==> src/rtl/memory_pkg.sv <==
`default_nettype none
// ------------------------------------------------------------------
// memory_pkg: shared widths and the MEM/WB pipeline record.
// Revision: 1.0
// ------------------------------------------------------------------
package memory_pkg;

  localparam int DATA_W        = 32;
  localparam int REG_IDX_W     = 5;
  localparam int DEFAULT_DEPTH = 64;

  typedef struct packed {
    logic                 memtoreg;
    logic                 regwrite;
    logic [REG_IDX_W-1:0] rd;
    logic [DATA_W-1:0]    alu;
  } memwb_t;

endpackage
`default_nettype wire

==> src/rtl/data_mem.sv <==
`default_nettype none
// ------------------------------------------------------------------
// data_mem: DEPTH x DATA_W word memory, sync write/read/clear.
// Revision: 1.0
// ------------------------------------------------------------------
module data_mem
  import memory_pkg::*;
#(
  parameter int DEPTH = DEFAULT_DEPTH
) (
  input  wire logic                     clk,
  input  wire logic                     reset,
  input  wire logic [$clog2(DEPTH)-1:0] addr_i,
  input  wire logic                     wr_en_i,
  input  wire logic                     rd_en_i,
  input  wire logic [DATA_W-1:0]        wdata_i,
  output logic      [DATA_W-1:0]        rdata_o
);

  logic [DATA_W-1:0] mem_q [DEPTH];
  logic [DATA_W-1:0] rdata_q;

  // Read samples the array before this edge's write lands: read-before-write.
  always_ff @(posedge clk) begin
    if (reset) begin
      for (int i = 0; i < DEPTH; i++) begin
        mem_q[i] <= '0;
      end
      rdata_q <= '0;
    end else begin
      rdata_q <= rd_en_i ? mem_q[addr_i] : '0;
      if (wr_en_i) begin
        mem_q[addr_i] <= wdata_i;
      end
    end
  end

  assign rdata_o = rdata_q;

endmodule
`default_nettype wire

==> src/rtl/memory.sv <==
`default_nettype none
// ------------------------------------------------------------------
// memory: MEM pipeline stage - data memory, MEM/WB register, branch select.
// Revision: 1.0
// ------------------------------------------------------------------
module memory
  import memory_pkg::*;
#(
  parameter int DEPTH = DEFAULT_DEPTH
) (
  input  wire logic                 clk,
  input  wire logic                 reset,
  input  wire logic                 Ctl_MemtoReg_in,
  input  wire logic                 Ctl_RegWrite_in,
  input  wire logic                 Ctl_MemRead_in,
  input  wire logic                 Ctl_MemWrite_in,
  input  wire logic                 Ctl_Branch_in,
  input  wire logic                 Zero_in,
  input  wire logic [REG_IDX_W-1:0] Rd_in,
  input  wire logic [DATA_W-1:0]    Write_Data,
  input  wire logic [DATA_W-1:0]    ALUresult_in,
  input  wire logic [DATA_W-1:0]    PCimm_in,
  output logic                      Ctl_MemtoReg_out,
  output logic                      Ctl_RegWrite_out,
  output logic      [REG_IDX_W-1:0] Rd_out,
  output logic      [DATA_W-1:0]    Read_Data,
  output logic      [DATA_W-1:0]    ALUresult_out,
  output logic      [DATA_W-1:0]    PCimm_out,
  output logic                      PCSrc
);

  localparam int ADDR_W = $clog2(DEPTH);

  memwb_t memwb_d;
  memwb_t memwb_q;

  // Upper address bits are dropped so accesses wrap around the array.
  data_mem #(
    .DEPTH (DEPTH)
  ) u_data_mem (
    .clk     (clk),
    .reset   (reset),
    .addr_i  (ALUresult_in[ADDR_W-1:0]),
    .wr_en_i (Ctl_MemWrite_in),
    .rd_en_i (Ctl_MemRead_in),
    .wdata_i (Write_Data),
    .rdata_o (Read_Data)
  );

  always_comb begin
    memwb_d          = '0;
    memwb_d.memtoreg = Ctl_MemtoReg_in;
    memwb_d.regwrite = Ctl_RegWrite_in;
    memwb_d.rd       = Rd_in;
    memwb_d.alu      = ALUresult_in;
  end

  always_ff @(posedge clk) begin
    if (reset) begin
      memwb_q <= '0;
    end else begin
      memwb_q <= memwb_d;
    end
  end

  assign Ctl_MemtoReg_out = memwb_q.memtoreg;
  assign Ctl_RegWrite_out = memwb_q.regwrite;
  assign Rd_out           = memwb_q.rd;
  assign ALUresult_out    = memwb_q.alu;

  assign PCSrc     = Ctl_Branch_in & Zero_in;
  assign PCimm_out = PCimm_in;

endmodule
`default_nettype wire

==> config.mk <==
export PLATFORM = sky130hd
export DESIGN_NAME = memory
export DESIGN_NICKNAME = d
export VERILOG_FILES = /design/src/rtl/memory_pkg.sv /design/src/rtl/data_mem.sv /design/src/rtl/memory.sv
export SDC_FILE = /design/constraint.sdc
export NUM_CORES = 2
export LEC_CHECK = 0
export BUFFER_PORTS_ARGS = -buffer_cell sky130_fd_sc_hd__buf_4
export CORE_UTILIZATION = 40
export CTS_CLUSTER_DIAMETER = 100
export DETAILED_ROUTE_END_ITERATION = 10
export HOLD_SLACK_MARGIN = 0.1
export PLACE_DENSITY_LB_ADDON = 0.25
export SYNTH_ARGS = -nofsm -noshare
export SYNTH_HDL_FRONTEND = slang
export SYNTH_HIERARCHICAL = 1
export SYNTH_SLANG_ARGS = --single-unit
==> constraint.sdc <==
create_clock -name clk -period 4 [get_ports clk]
set_input_delay 1.2 -clock clk [delete_from_list [all_inputs] [get_ports clk]]
set_output_delay 1.2 -clock clk [all_outputs]
set_load 0.02 [all_outputs]
## Word-level counts from Yosys, hierarchy flattened

Memories as Yosys holds them, arrays and structs flattened. A register that Yosys moved wholly into a read port is not among the register bits.
Cells that the tools add are included.

- Register bits: 39
- Bits in writable memories: 2048
- Bits of input ports: 109
- Output and inout port bits: 104
- Logic and storage cells: 17
- Memories kept: 1

Memory list:

| memory | words | width | rd ports | clocked after memory_dff | wr ports | line | source |
|---|---|---|---|---|---|---|---|
| u_data_mem.mem_q | 64 | 32 | 1 | 1 | 64 | data_mem.sv:20 | `logic [DATA_W-1:0] mem_q [DEPTH];` |

- Multiplexer cells: 8
- Bitwise operators: 2
- Reductions and logical operators: 2

Operators with widths:

| kind | number |
|---|---|
| two-way mux 32 bit | 1 |
| OR reduction 32 bit | 1 |
| two-way mux 1 bit | 6 |
| two-way mux 6 bit | 1 |
| OR reduction 2 bit | 1 |
| bitwise AND 1 bit | 1 |
| inverter 1 bit | 1 |

## Depth between registers and ports, before layout

- Depth after elaboration: 5
- Mapped depth: 11
- Mapped depth without buffers: 6

## By module

Netlist, hierarchy kept.

Modules (own cells, without submodules):

| module | instances | cells each | area each (sq um) | sequential area each (sq um) |
|---|---|---|---|---|
| data_mem | 1 | 7024 | 92876.6 | 62139.6 |
| memory | 1 | 115 | 1321.3 | 780.7 |

## Worst setup path after synthesis

OpenSTA, ideal clock, no wires.

- Kind: input to register
- Start point: input port ALUresult_in[3]
- End point: memory u_data_mem.mem_q[18][0], enable pin
- Setup time: 375 ps
- Arrival time: 2866 ps
- Data required time: 3625 ps
- Slack: 759 ps
- Stages: 6
- Path buffers: 3
- Cell sequence: buf_4 > or3b_2 > clkbuf_1 > clkbuf_1 > nor2_1 > or2_2

RTL lines:

| element | line | source |
|---|---|---|
| start: declaration | memory.sv:21 | `input wire logic [DATA_W-1:0] ALUresult_in,` |
| end: declaration | data_mem.sv:20 |  |

==> out/results.tsv <==
stage	metric	value	unit
run_status	status	finished clean	
setup_path	Critical Path Sink Type	flip-flop	
setup_path	CP max FO	11	
global_route	vias in the first global route	59800	
cts	maximum buffer depth of the clock tree	3	
drt	Antenna Nets Post-Route	0	
floorplan	Initial Utilization	40.4	%
worst_hold_path	worst hold path class	input pin to flip-flop	
drt	DRC	0	
drt	Detailed Route WL	324000	um
cts	TritonCTS Buffers	219	
drt	Detailed Routing Iterations Pass 1	5	
timing	Max Clock Freq	288	MHz
yosys	asr flop ratio synth	0	%
yosys	sequential-to-total area share from yosys stat	66.8	%
timing	Slew HR	7.56	%
cts	Post-CTS Setup Inserts	0	
placement	Port Buffers	148	
cells_and_area	post-layout util	46.8	%
yosys	Main synth FF type	edfxtp_1	
cts	clk_lat worst skew	0.90	ns
cells_and_area	share of layout cells above drive strength 1	16.7	%
placement	DP Wirelength	202000	um
yosys	Post-Synthesis Cells	7139	
global_route	pin count of the biggest net entering global routing	92	
global_route	antenna violations before repair	28	
global_route	grt total ovfl	0	
setup_path	CP Launch Type	input pin	
run	max-cap viol count	0	
cts	Worst-path clk slew	0.06	ns
floorplan	# rows	177	
floorplan	Die ar.	237000	um^2
drt	DR iter-0 viols	7507	
drt	Routed wire per std cell	30.5	um
placement	Placer Congestion	0.965	
timing	# setup viols final	0	
setup_path	crit path DAT	4.27	ns
timing	Final Skew	0.0519	ns
timing	unrepaired setup endpoints after global routing	false	
yosys	largest cells by area after synthesis	edfxtp_1 65%, and2_1 14%, a22oi_1 3.9%, a221oi_1 2.6%, clkbuf_1 2.1%	
setup_path	Setup CP Type	input pin to flip-flop	
timing	final period utilization	86.9	%
timing	Worst Tran Pin Value	1.37	ns
cts	total clock sinks	2119	
yosys	syn avg cell area	13.2	um^2
timing	Pins Over Slew Limit	0	
floorplan	Vert. Die Dim	487	um
floorplan	CORE AREA	233000	um^2
yosys	EDFF count, synth	2048	
yosys	biggest area consumer among synthesized cells	edfxtp_1	
cts	H-tree levels	4	
drt	Vias	62100	
global_route	total track usage	26.8	%
placement	DP Worst Slack	-0.371	ns
drt	Vias/cell	5.84	
floorplan	top-level port count	213	
pwr	P_leak	38.2	nW
yosys	syn_nets	7248	
pwr	Peak VDD IR	448	uV
timing	final hold vios	0	
pwr	pwr/cell area	461	nW/um^2
yosys	Mapped Area	94200	um^2
global_route	first-pass GRT wire length	453000	um
floorplan	die width	487	um
timing	Fin Setup TNS	0	ns
cells_and_area	Final nets	7400	
timing	minimum clock period	3.48	ns
yosys	Synth Register Bits	2119	
timing	slack of the critical path	0.525	ns
yosys	synth warn	6	
cts	hold_buf cts	0	
cells_and_area	area grow syn2layout	16.0	%
cts	post-cts gate resize count	0	
yosys	Synth top area share	65.3	%
setup_path	CP required	4.79	ns
yosys	Cell variety after synth	61	
cts	TritonCTS clock tree	done	
cts	root buffer cell	clkbuf_16	
==> path summary, 6_finish.rpt <==
path / from / end / slack (ns) / cells after the start
min reg2reg: u_data_mem/mem_q[32][11] / u_data_mem/rdata_o[11] / 0.78 / 4
max reg2reg: u_data_mem/mem_q[57][6] / u_data_mem/rdata_o[6] / 1.30 / 6
max: ALUresult_in[0] / u_data_mem/rdata_o[20] / 0.52 / 13
min: Rd_in[4] / Rd_out[4] / 0.51 / 2
==> per-stage QoR <==
stage	std cells	hold slack, ns	total power [mW]	instance area [um^2]
floorplan	7139	0.634	28.1	94200
global placement	10200	0.749	30.3	102000
detailed placement	10200	0.766	30.4	102000
CTS	10600	0.466	50.5	109000
global route	10600	0.480	51.6	109000
finish	10600	0.512	50.3	109000
==> report_power, final <==
part	switching, mW	internal (mW)	total [mW]	leakage (nW)
logic	2.86	1.29	4.14	14.7
registers	0.378	25.4	25.8	20.0
clock network	8.86	11.5	20.4	3.46
total	12.1	38.2	50.3	38.2
==> synthesized netlist by cell type (all sizes together) (4+ instances only) <==
master  number
a211oi      33
a21oi      237
a221oi     276
a22o        76
a22oi      488
a31oi        8
a41oi       15
and2      2052
and4        16
buf        273
clkbuf     537
dfxtp       71
edfxtp    2048
mux2        39
mux2i      144
mux4         8
nand2       55
nand2b       8
nand3        6
nand3b       5
nand4       13
nor2       173
nor2b       45
nor3        33
nor3b        5
nor4        15
o211ai       4
o21ai      179
o221ai       4
o22ai      161
o31a        13
o32ai        4
or2         68
==> layer usage <==
layer	global-route usage, %	share of wire, %	routed length (um)
met1	35.1	39	126000
met2	42.1	46	149000
met5	0	0.011	36
met3	4.73	8.8	28600
met4	15.0	6.1	19800
==> kinds of logic after synthesis <==
family                 synth area share [%]
AND/OR/NAND/NOR                        16.1
flip-flops                             66.8
AO/OA/AOI/OAI                          11.2
buffers and inverters                  3.65
multiplexers                           2.19
==> layout make-up <==
class | count | area [um^2]
multi-input cells | 4208 | 28000
inverters | 2 | 7.51
well taps | 3132 | 3920
repair buffers | 741 | 7180
flip-flops and latches | 2119 | 62900
clock inverters | 123 | 1230
fillers | 20600 | 124000
diodes | 25 | 62.6
clock buffers | 282 | 5870
==> critical path, cell delays in order <==
cell      delay (ns)
buf_4           0.29
buf_12          0.16
nor2b_4         0.05
buf_12          0.14
buf_4           0.19
a221oi_1        0.39
a21oi_1         0.17
o21ai_0         0.63
buf_4           0.30
nand4_1         0.12
buf_4           0.15
o31a_1          0.30
buf_4           0.13
==> flip-flops by register name, summed over array words and instances, names as in the netlist <==
name / count
ALUresult_out: 32
Ctl_MemtoReg_out: 1
Rd_out: 5
u_data_mem/mem_q: 2048
Ctl_RegWrite_out: 1
u_data_mem/rdata_o: 32
==> cells in the final DEF, fill, tap and decap left out, types with 15 or more instances in the layout <==
master	instances
clkinv_2	38
buf_12	128
nor4_1	15
mux2_2	39
and2_1	2050
and4_1	16
edfxtp_1	2048
a221oi_1	276
nor2_2	64
dfxtp_1	71
clkbuf_16	222
nor2_1	107
o21ai_0	177
nor2b_1	36
a22o_1	76
a21oi_1	237
clkinv_1	49
o22ai_1	161
a22oi_1	488
a211oi_1	33
bufinv_16	18
buf_4	611
clkbuf_1	51
nand2_1	54
mux2i_1	144
diode_2	25
or2_2	68
a41oi_1	15
nor3_1	32
No activity file was read; power rests on OpenSTA's default activity.
